==> src/rtl/cordic_pkg.sv <==
// Shared constants and helpers for the pipelined CORDIC engine: mode enum,
// arctangent table, gain constant and quarter-turn angle.
package cordic_pkg;

  typedef enum logic {
    MODE_ROT = 1'b0,
    MODE_VEC = 1'b1
  } mode_e;

  // atan(2^-i) as a 32-bit binary angle (2^32 = one full turn).
  function automatic logic [31:0] atan32(input int i);
    case (i)
      0:  return 32'h20000000;
      1:  return 32'h12E4051E;
      2:  return 32'h09FB385B;
      3:  return 32'h051111D4;
      4:  return 32'h028B0D43;
      5:  return 32'h0145D7E1;
      6:  return 32'h00A2F61E;
      7:  return 32'h00517C55;
      8:  return 32'h0028BE53;
      9:  return 32'h00145F2F;
      10: return 32'h000A2F98;
      11: return 32'h000517CC;
      12: return 32'h00028BE6;
      13: return 32'h000145F3;
      14: return 32'h0000A2FA;
      15: return 32'h0000517D;
      16: return 32'h000028BE;
      17: return 32'h0000145F;
      18: return 32'h00000A30;
      19: return 32'h00000518;
      20: return 32'h0000028C;
      21: return 32'h00000146;
      22: return 32'h000000A3;
      23: return 32'h00000051;
      24: return 32'h00000029;
      25: return 32'h00000014;
      26: return 32'h0000000A;
      27: return 32'h00000005;
      28: return 32'h00000003;
      29: return 32'h00000001;
      default: return 32'h00000000;
    endcase
  endfunction

  // Rounded arctangent for stage i at an angle width of aw bits.
  function automatic logic [31:0] atan_val(input int i, input int aw);
    logic [63:0] v;
    v = {32'd0, atan32(i)} + (64'd1 << (31 - aw));
    v = v >> (32 - aw);
    return v[31:0];
  endfunction

  // round(0.6072529 * 2^(w-1)), derived from a 32-bit fraction of K.
  function automatic logic [31:0] k_q(input int w);
    logic [63:0] v;
    v = 64'd2608131496 + (64'd1 << (32 - w));
    v = v >> (33 - w);
    return v[31:0];
  endfunction

  function automatic logic [31:0] quarter_turn(input int aw);
    return 32'd1 << (aw - 2);
  endfunction

endpackage

==> src/rtl/cordic_stage.sv <==
// One CORDIC micro-rotation register stage with shift index I; sideband
// (valid, mode, tag) is registered alongside the data.
module cordic_stage
  import cordic_pkg::*;
#(
  parameter int XW = 18,
  parameter int AW = 16,
  parameter int TAG_W = 4,
  parameter int I = 0,
  parameter logic [AW-1:0] ATAN = '0
) (
  input  logic                 clk,
  input  logic                 rst,
  input  logic                 en,
  input  logic                 valid_d,
  input  logic                 mode_d,
  input  logic signed [XW-1:0] x_d,
  input  logic signed [XW-1:0] y_d,
  input  logic [AW-1:0]        z_d,
  input  logic [TAG_W-1:0]     tag_d,
  output logic                 valid_q,
  output logic                 mode_q,
  output logic signed [XW-1:0] x_q,
  output logic signed [XW-1:0] y_q,
  output logic [AW-1:0]        z_q,
  output logic [TAG_W-1:0]     tag_q
);

  logic                 d_pos;
  logic signed [XW-1:0] x_sh, y_sh, x_nx, y_nx;
  logic [AW-1:0]        z_nx;

  always_comb begin
    // Vectoring drives y to zero, rotation drives z to zero.
    d_pos = (mode_e'(mode_d) == MODE_VEC) ? y_d[XW-1] : ~z_d[AW-1];
    x_sh  = x_d >>> I;
    y_sh  = y_d >>> I;
    if (d_pos) begin
      x_nx = x_d - y_sh;
      y_nx = y_d + x_sh;
      z_nx = z_d - ATAN;
    end else begin
      x_nx = x_d + y_sh;
      y_nx = y_d - x_sh;
      z_nx = z_d + ATAN;
    end
  end

  always_ff @(posedge clk) begin
    if (rst) begin
      valid_q <= 1'b0;
      mode_q  <= 1'b0;
      x_q     <= '0;
      y_q     <= '0;
      z_q     <= '0;
      tag_q   <= '0;
    end else if (en) begin
      valid_q <= valid_d;
      mode_q  <= mode_d;
      x_q     <= x_nx;
      y_q     <= y_nx;
      z_q     <= z_nx;
      tag_q   <= tag_d;
    end
  end

endmodule

==> src/rtl/cordic_pipe.sv <==
// Fully pipelined CORDIC: quadrant pre-rotation, STAGES micro-rotations and
// a gain/saturation stage, all stalled together by a single advance enable.
module cordic_pipe
  import cordic_pkg::*;
#(
  parameter int W = 16,
  parameter int AW = 16,
  parameter int STAGES = 14,
  parameter int TAG_W = 4
) (
  input  logic             clk,
  input  logic             rst,
  input  logic             in_valid,
  output logic             in_ready,
  input  logic             in_mode,
  input  logic [W-1:0]     x_in,
  input  logic [W-1:0]     y_in,
  input  logic [AW-1:0]    z_in,
  input  logic [TAG_W-1:0] tag_in,
  output logic             out_valid,
  input  logic             out_ready,
  output logic [W-1:0]     x_out,
  output logic [W-1:0]     y_out,
  output logic [AW-1:0]    z_out,
  output logic [TAG_W-1:0] tag_out,
  output logic             mode_out
);

  localparam int XW = W + 2;
  localparam int PW = XW + W + 1;
  localparam logic [31:0] QT32 = quarter_turn(AW);
  localparam logic [AW-1:0] QT = QT32[AW-1:0];
  localparam logic [31:0] KQ32 = k_q(W);
  localparam logic signed [PW-1:0] KQ = {{(PW-W){1'b0}}, KQ32[W-1:0]};

  // Handshake: a sample moves into the pipe when in_valid & in_ready; a
  // result leaves when out_valid & out_ready. The whole pipe moves only on
  // advance, so a stalled result holds every register, valid bits included.
  logic advance;
  assign advance  = ~out_valid | out_ready;
  assign in_ready = advance;

  logic signed [XW-1:0] xe, ye, pr_x, pr_y;
  logic [AW-1:0]        pr_z;
  assign xe = {{2{x_in[W-1]}}, x_in};
  assign ye = {{2{y_in[W-1]}}, y_in};

  always_comb begin
    pr_x = xe;
    pr_y = ye;
    pr_z = z_in;
    if (mode_e'(in_mode) == MODE_ROT) begin
      case (z_in[AW-1:AW-2])
        2'b01: begin pr_x = -ye; pr_y = xe;  pr_z = z_in - QT; end
        2'b10: begin pr_x = ye;  pr_y = -xe; pr_z = z_in + QT; end
        default: ;
      endcase
    end else if (x_in[W-1]) begin
      if (!y_in[W-1]) begin
        pr_x = ye;  pr_y = -xe; pr_z = z_in + QT;
      end else begin
        pr_x = -ye; pr_y = xe;  pr_z = z_in - QT;
      end
    end
  end

  logic                 p_valid, p_mode;
  logic signed [XW-1:0] p_x, p_y;
  logic [AW-1:0]        p_z;
  logic [TAG_W-1:0]     p_tag;

  always_ff @(posedge clk) begin
    if (rst) begin
      p_valid <= 1'b0;
      p_mode  <= 1'b0;
      p_x     <= '0;
      p_y     <= '0;
      p_z     <= '0;
      p_tag   <= '0;
    end else if (advance) begin
      p_valid <= in_valid;
      p_mode  <= in_mode;
      p_x     <= pr_x;
      p_y     <= pr_y;
      p_z     <= pr_z;
      p_tag   <= tag_in;
    end
  end

  logic                 c_valid [0:STAGES];
  logic                 c_mode  [0:STAGES];
  logic signed [XW-1:0] c_x     [0:STAGES];
  logic signed [XW-1:0] c_y     [0:STAGES];
  logic [AW-1:0]        c_z     [0:STAGES];
  logic [TAG_W-1:0]     c_tag   [0:STAGES];

  assign c_valid[0] = p_valid;
  assign c_mode[0]  = p_mode;
  assign c_x[0]     = p_x;
  assign c_y[0]     = p_y;
  assign c_z[0]     = p_z;
  assign c_tag[0]   = p_tag;

  for (genvar g = 0; g < STAGES; g++) begin : g_stage
    localparam logic [31:0] A32 = atan_val(g, AW);
    cordic_stage #(
      .XW(XW), .AW(AW), .TAG_W(TAG_W), .I(g), .ATAN(A32[AW-1:0])
    ) u_stage (
      .clk(clk), .rst(rst), .en(advance),
      .valid_d(c_valid[g]), .mode_d(c_mode[g]),
      .x_d(c_x[g]), .y_d(c_y[g]), .z_d(c_z[g]), .tag_d(c_tag[g]),
      .valid_q(c_valid[g+1]), .mode_q(c_mode[g+1]),
      .x_q(c_x[g+1]), .y_q(c_y[g+1]), .z_q(c_z[g+1]), .tag_q(c_tag[g+1])
    );
  end

  function automatic logic [W-1:0] sat(input logic signed [PW-1:0] v);
    if (v[PW-1:W-1] == {(PW-W+1){v[PW-1]}}) return v[W-1:0];
    return v[PW-1] ? {1'b1, {(W-1){1'b0}}} : {1'b0, {(W-1){1'b1}}};
  endfunction

  logic signed [PW-1:0] xm, ym, gx, gy;
  always_comb begin
    xm = PW'(c_x[STAGES]);
    ym = PW'(c_y[STAGES]);
    gx = (xm * KQ) >>> (W - 1);
    gy = (ym * KQ) >>> (W - 1);
  end

  always_ff @(posedge clk) begin
    if (rst) begin
      out_valid <= 1'b0;
      mode_out  <= 1'b0;
      x_out     <= '0;
      y_out     <= '0;
      z_out     <= '0;
      tag_out   <= '0;
    end else if (advance) begin
      out_valid <= c_valid[STAGES];
      mode_out  <= c_mode[STAGES];
      x_out     <= sat(gx);
      y_out     <= sat(gy);
      z_out     <= c_z[STAGES];
      tag_out   <= c_tag[STAGES];
    end
  end

endmodule

==> config.mk <==
export PLATFORM = sky130hd
export DESIGN_NAME = cordic_pipe
export DESIGN_NICKNAME = d
export VERILOG_FILES = /design/src/rtl/cordic_pkg.sv /design/src/rtl/cordic_stage.sv /design/src/rtl/cordic_pipe.sv
export SDC_FILE = /design/constraint.sdc
export NUM_CORES = 2
export LEC_CHECK = 0
export CAP_MARGIN = 40
export CORE_MARGIN = 4
export CORE_UTILIZATION = 60
export DETAILED_ROUTE_END_ITERATION = 8
export GPL_TIMING_DRIVEN = 0
export PLACE_DENSITY_LB_ADDON = 0.12
export RECOVER_POWER = 100
export SLEW_MARGIN = 10
export SYNTH_ARGS = -nofsm -noshare
export SYNTH_HDL_FRONTEND = slang
export SYNTH_SLANG_ARGS = --single-unit
==> constraint.sdc <==
create_clock -name clk -period 17.9 [get_ports clk]
set_input_delay 2.685 -clock clk [delete_from_list [all_inputs] [get_ports clk]]
set_output_delay 2.685 -clock clk [all_outputs]
set_load 0.01 [all_outputs]
==> results.json <==
{
  "crit_chain": "dlygate4sd3_1 -> nor2b_1 -> clkbuf_1 -> clkbuf_1 -> inv_1 -> clkbuf_1 -> clkbuf_1 -> clkbuf_1 -> clkbuf_1 -> clkbuf_1 -> clkbuf_1 -> dlygate4sd3_1",
  "wl_per_cell_microns": 22.6,
  "hold_class": "register to register",
  "path_max_fanout": 10,
  "timing.fmax_ghz": 0.0875,
  "synth_ff_type": "dfxtp_1",
  "grt_remaining_overflow": 0,
  "arrival_ns": 8.75,
  "ant_nets": 0,
  "hp-start": "g_stage[7].u_stage.tag_q[2]$_SDFFE_PP0P_",
  "die-area_sq_um": 138000,
  "finalNetCount": 11771,
  "yosys_warnings": 0,
  "synth-seq-cells": 923,
  "routed_via_density": 6.18,
  "violations": "max-capacitance violations, max-slew violations",
  "fin_util_pct": 66.0,
  "maxSlewHeadroom_pct": -34.7,
  "synthCells": 10217,
  "worst_setup_path_start_kind": "input pin",
  "critPathKind": "input pin to primary output",
  "mostFrequentLayoutCell": "nand2_1",
  "fin_crit_sh_pct": 63.9,
  "slew_violations": 177,
  "grt_pass1_wl_microns": 421000,
  "drt_iter0_drc": 7245,
  "synth_area_sq_um": 79200,
  "first_pass_iters": 9,
  "crit_required_ns": 15.21,
  "cts_setup_buffers": 0,
  "vias": 76231,
  "drc_errors": 0,
  "min_period_ns": 11.43,
  "synthesis.nets": 11501,
  "drive_gt1_share_pct": 2.93,
  "ys_seq_area_share_pct": 23.3,
  "finalSetupViolCount": 0,
  "io_pins": 112,
  "cts-htree-levels": 3,
  "cpMostUsedCell": "clkbuf_1",
  "clk_pin_slew_worst_paths_ns": 0.06,
  "async_reset_ff_share_pct": 0,
  "fin_setup_tns_ns": 0,
  "ctsHoldBuffers": 0,
  "grt_max_degree": 21,
  "core_sq_um": 131000,
  "syn2layout_area_growth_pct": 9.42,
  "post_cts_resized": 0,
  "synth-edff-count": 0,
  "cts_buffer_depth": 3,
  "worst_setup_path_end_kind": "primary output",
  "yosysUniqueCellTypes": 89,
  "cp_slowest_cell": "clkbuf_1",
  "place.port_buffers": 92,
  "skew_ns": 0.0605,
  "hold_violations": 0,
  "start_util_pct": 60.3,
  "antenna_found_initial": 13,
  "status": "finished with violations",
  "gp_congestion": 1.00,
  "cts_inserted_buffers": 103,
  "worst_pin_slew_ns": 2.02,
  "first_global_vias": 72299,
  "rows": 133,
  "grt_setup_unrepaired": "no",
  "critPathMaxStageDelay_ns": 1.10,
  "final_cell_mix": "1734 x nand2_1, 1148 x a21oi_1, 949 x ha_1, 923 x dfxtp_1, 784 x inv_1",
  "fillers": 11446,
  "die_y_microns": 371,
  "wl_microns": 279000,
  "fp.dieW_microns": 371,
  "cap_viol_max_count": 17,
  "worstSkewPairLatency_ns": 0.73,
  "grt_usage_pct": 39.4,
  "cts_tree": "done",
  "r2r-start": "g_stage[13].u_stage.y_q[17]$_SDFFE_PP0P_",
  "clkSinkCount": 923,
  "avgSynthCellArea_sq_um": 7.76,
  "cts_root_buffer": "clkbuf_16",
  "crit_start": "out_ready",
  "dpl.hpwl_microns": 223000
}
[cells in the mapped netlist (all sizes together), types with 19 or more instances]
cell type | instances | area [sq um]
ha | 949 | 11900
a41oi | 21 | 184
nand2b | 57 | 357
xor2 | 311 | 2720
o41ai | 25 | 226
o21bai | 70 | 526
dfxtp | 923 | 18500
nand2 | 1734 | 6510
or3 | 123 | 774
nor2b | 76 | 475
inv | 788 | 2960
fa | 278 | 5570
nand4 | 37 | 231
and2 | 33 | 206
or2 | 21 | 131
a31oi | 63 | 394
nor3 | 249 | 1250
o2111ai | 29 | 254
o211ai | 65 | 488
buf | 40 | 159
mux2i | 41 | 410
a311oi | 31 | 272
a22o | 22 | 193
xnor2 | 541 | 4740
nor2 | 576 | 2160
or4 | 20 | 150
and3 | 40 | 250
a21oi | 1149 | 5750
o31ai | 81 | 608
a41o | 19 | 190
a21o | 228 | 1710
nand3b | 20 | 150
nand3 | 202 | 1010
a211oi | 159 | 1200
o22ai | 49 | 307
o21a | 40 | 300
nor4 | 31 | 194
clkbuf | 382 | 1440
o21ai | 455 | 2280
[sequential cells by signal, indices dropped and copies added, names as in the netlist, 16 cells and up]
name,count
g_stage.u_stage.y_q,252
p_y,18
g_stage.u_stage.z_q,224
y_out,16
z_out,16
p_z,16
p_x,18
g_stage.u_stage.x_q,251
x_out,16
g_stage.u_stage.tag_q,56
[path summary, 6_finish.rpt]
check | slack [ns] | to | cells past startpoint
worst max-delay path | 6.47 | in_ready | 12
worst min-delay path | 0.46 | g_stage[7].u_stage.tag_q[2]$_SDFFE_PP0P_ | 2
worst max register to register | 10.24 | y_out[4]$_SDFFE_PP0P_ | 21
worst min register to register | 0.46 | g_stage[7].u_stage.tag_q[2]$_SDFFE_PP0P_ | 2
[critical path, delay by kind of cell]
family	cells	cell delay (ns)
buffers and inverters	11	5.96
AND/OR/NAND/NOR	1	0.04
[metal layers]
layer	GRT usage [%]	wire length (microns)	vias to the layer above
met3	7.45	26500	751
met1	51.7	114000	36162
met5	0	49	-
met4	20.2	16800	6
li1	-	-	35915
met2	61.8	121000	3397
[layout make-up]
cell class	count	area (sq um)	share of cell area (%)
multi-input cells	8080	56200	64.8
flip-flops and latches	923	18500	21.3
inverters	792	2970	3.43
clock buffers	131	2870	3.31
well taps	1755	2200	2.53
plain buffers	422	1610	1.86
repair buffers	165	1540	1.78
clock inverters	61	813	0.938
diodes	7	17.5	0.0202
[metrics by stage]
stage / setup slack [ns] / cell area, sq um / std cells / hold slack (ns)
global route: 6.54 / 86700 / 12329 / 0.466
detailed placement: 8.36 / 83300 / 12132 / 0.444
floorplan: 11.16 / 79200 / 10217 / 0.425
finish: 6.47 / 86700 / 12336 / 0.456
CTS: 8.35 / 87000 / 12324 / 0.453
global placement: 6.70 / 82400 / 12064 / 0.439
[cell families (layout without fill, tap and decap cells)]
family / after synthesis / count (layout) / share of synthesized area [%]
adder cells (fa/ha/maj): 1227 / 1227 / 22.0
AND/OR/NAND/NOR: 3267 / 3267 / 18.0
buffers and inverters: 1214 / 1571 / 5.77
XOR/XNOR: 852 / 852 / 9.42
other: 0 / 7 / 0
flip-flops: 923 / 923 / 23.3
multiplexers: 57 / 57 / 0.745
AO/OA/AOI/OAI: 2677 / 2677 / 20.7
Power is left out: the tool's default activity adds up to more than one toggle a clock period on the data nets, which glitch-free logic cannot reach.
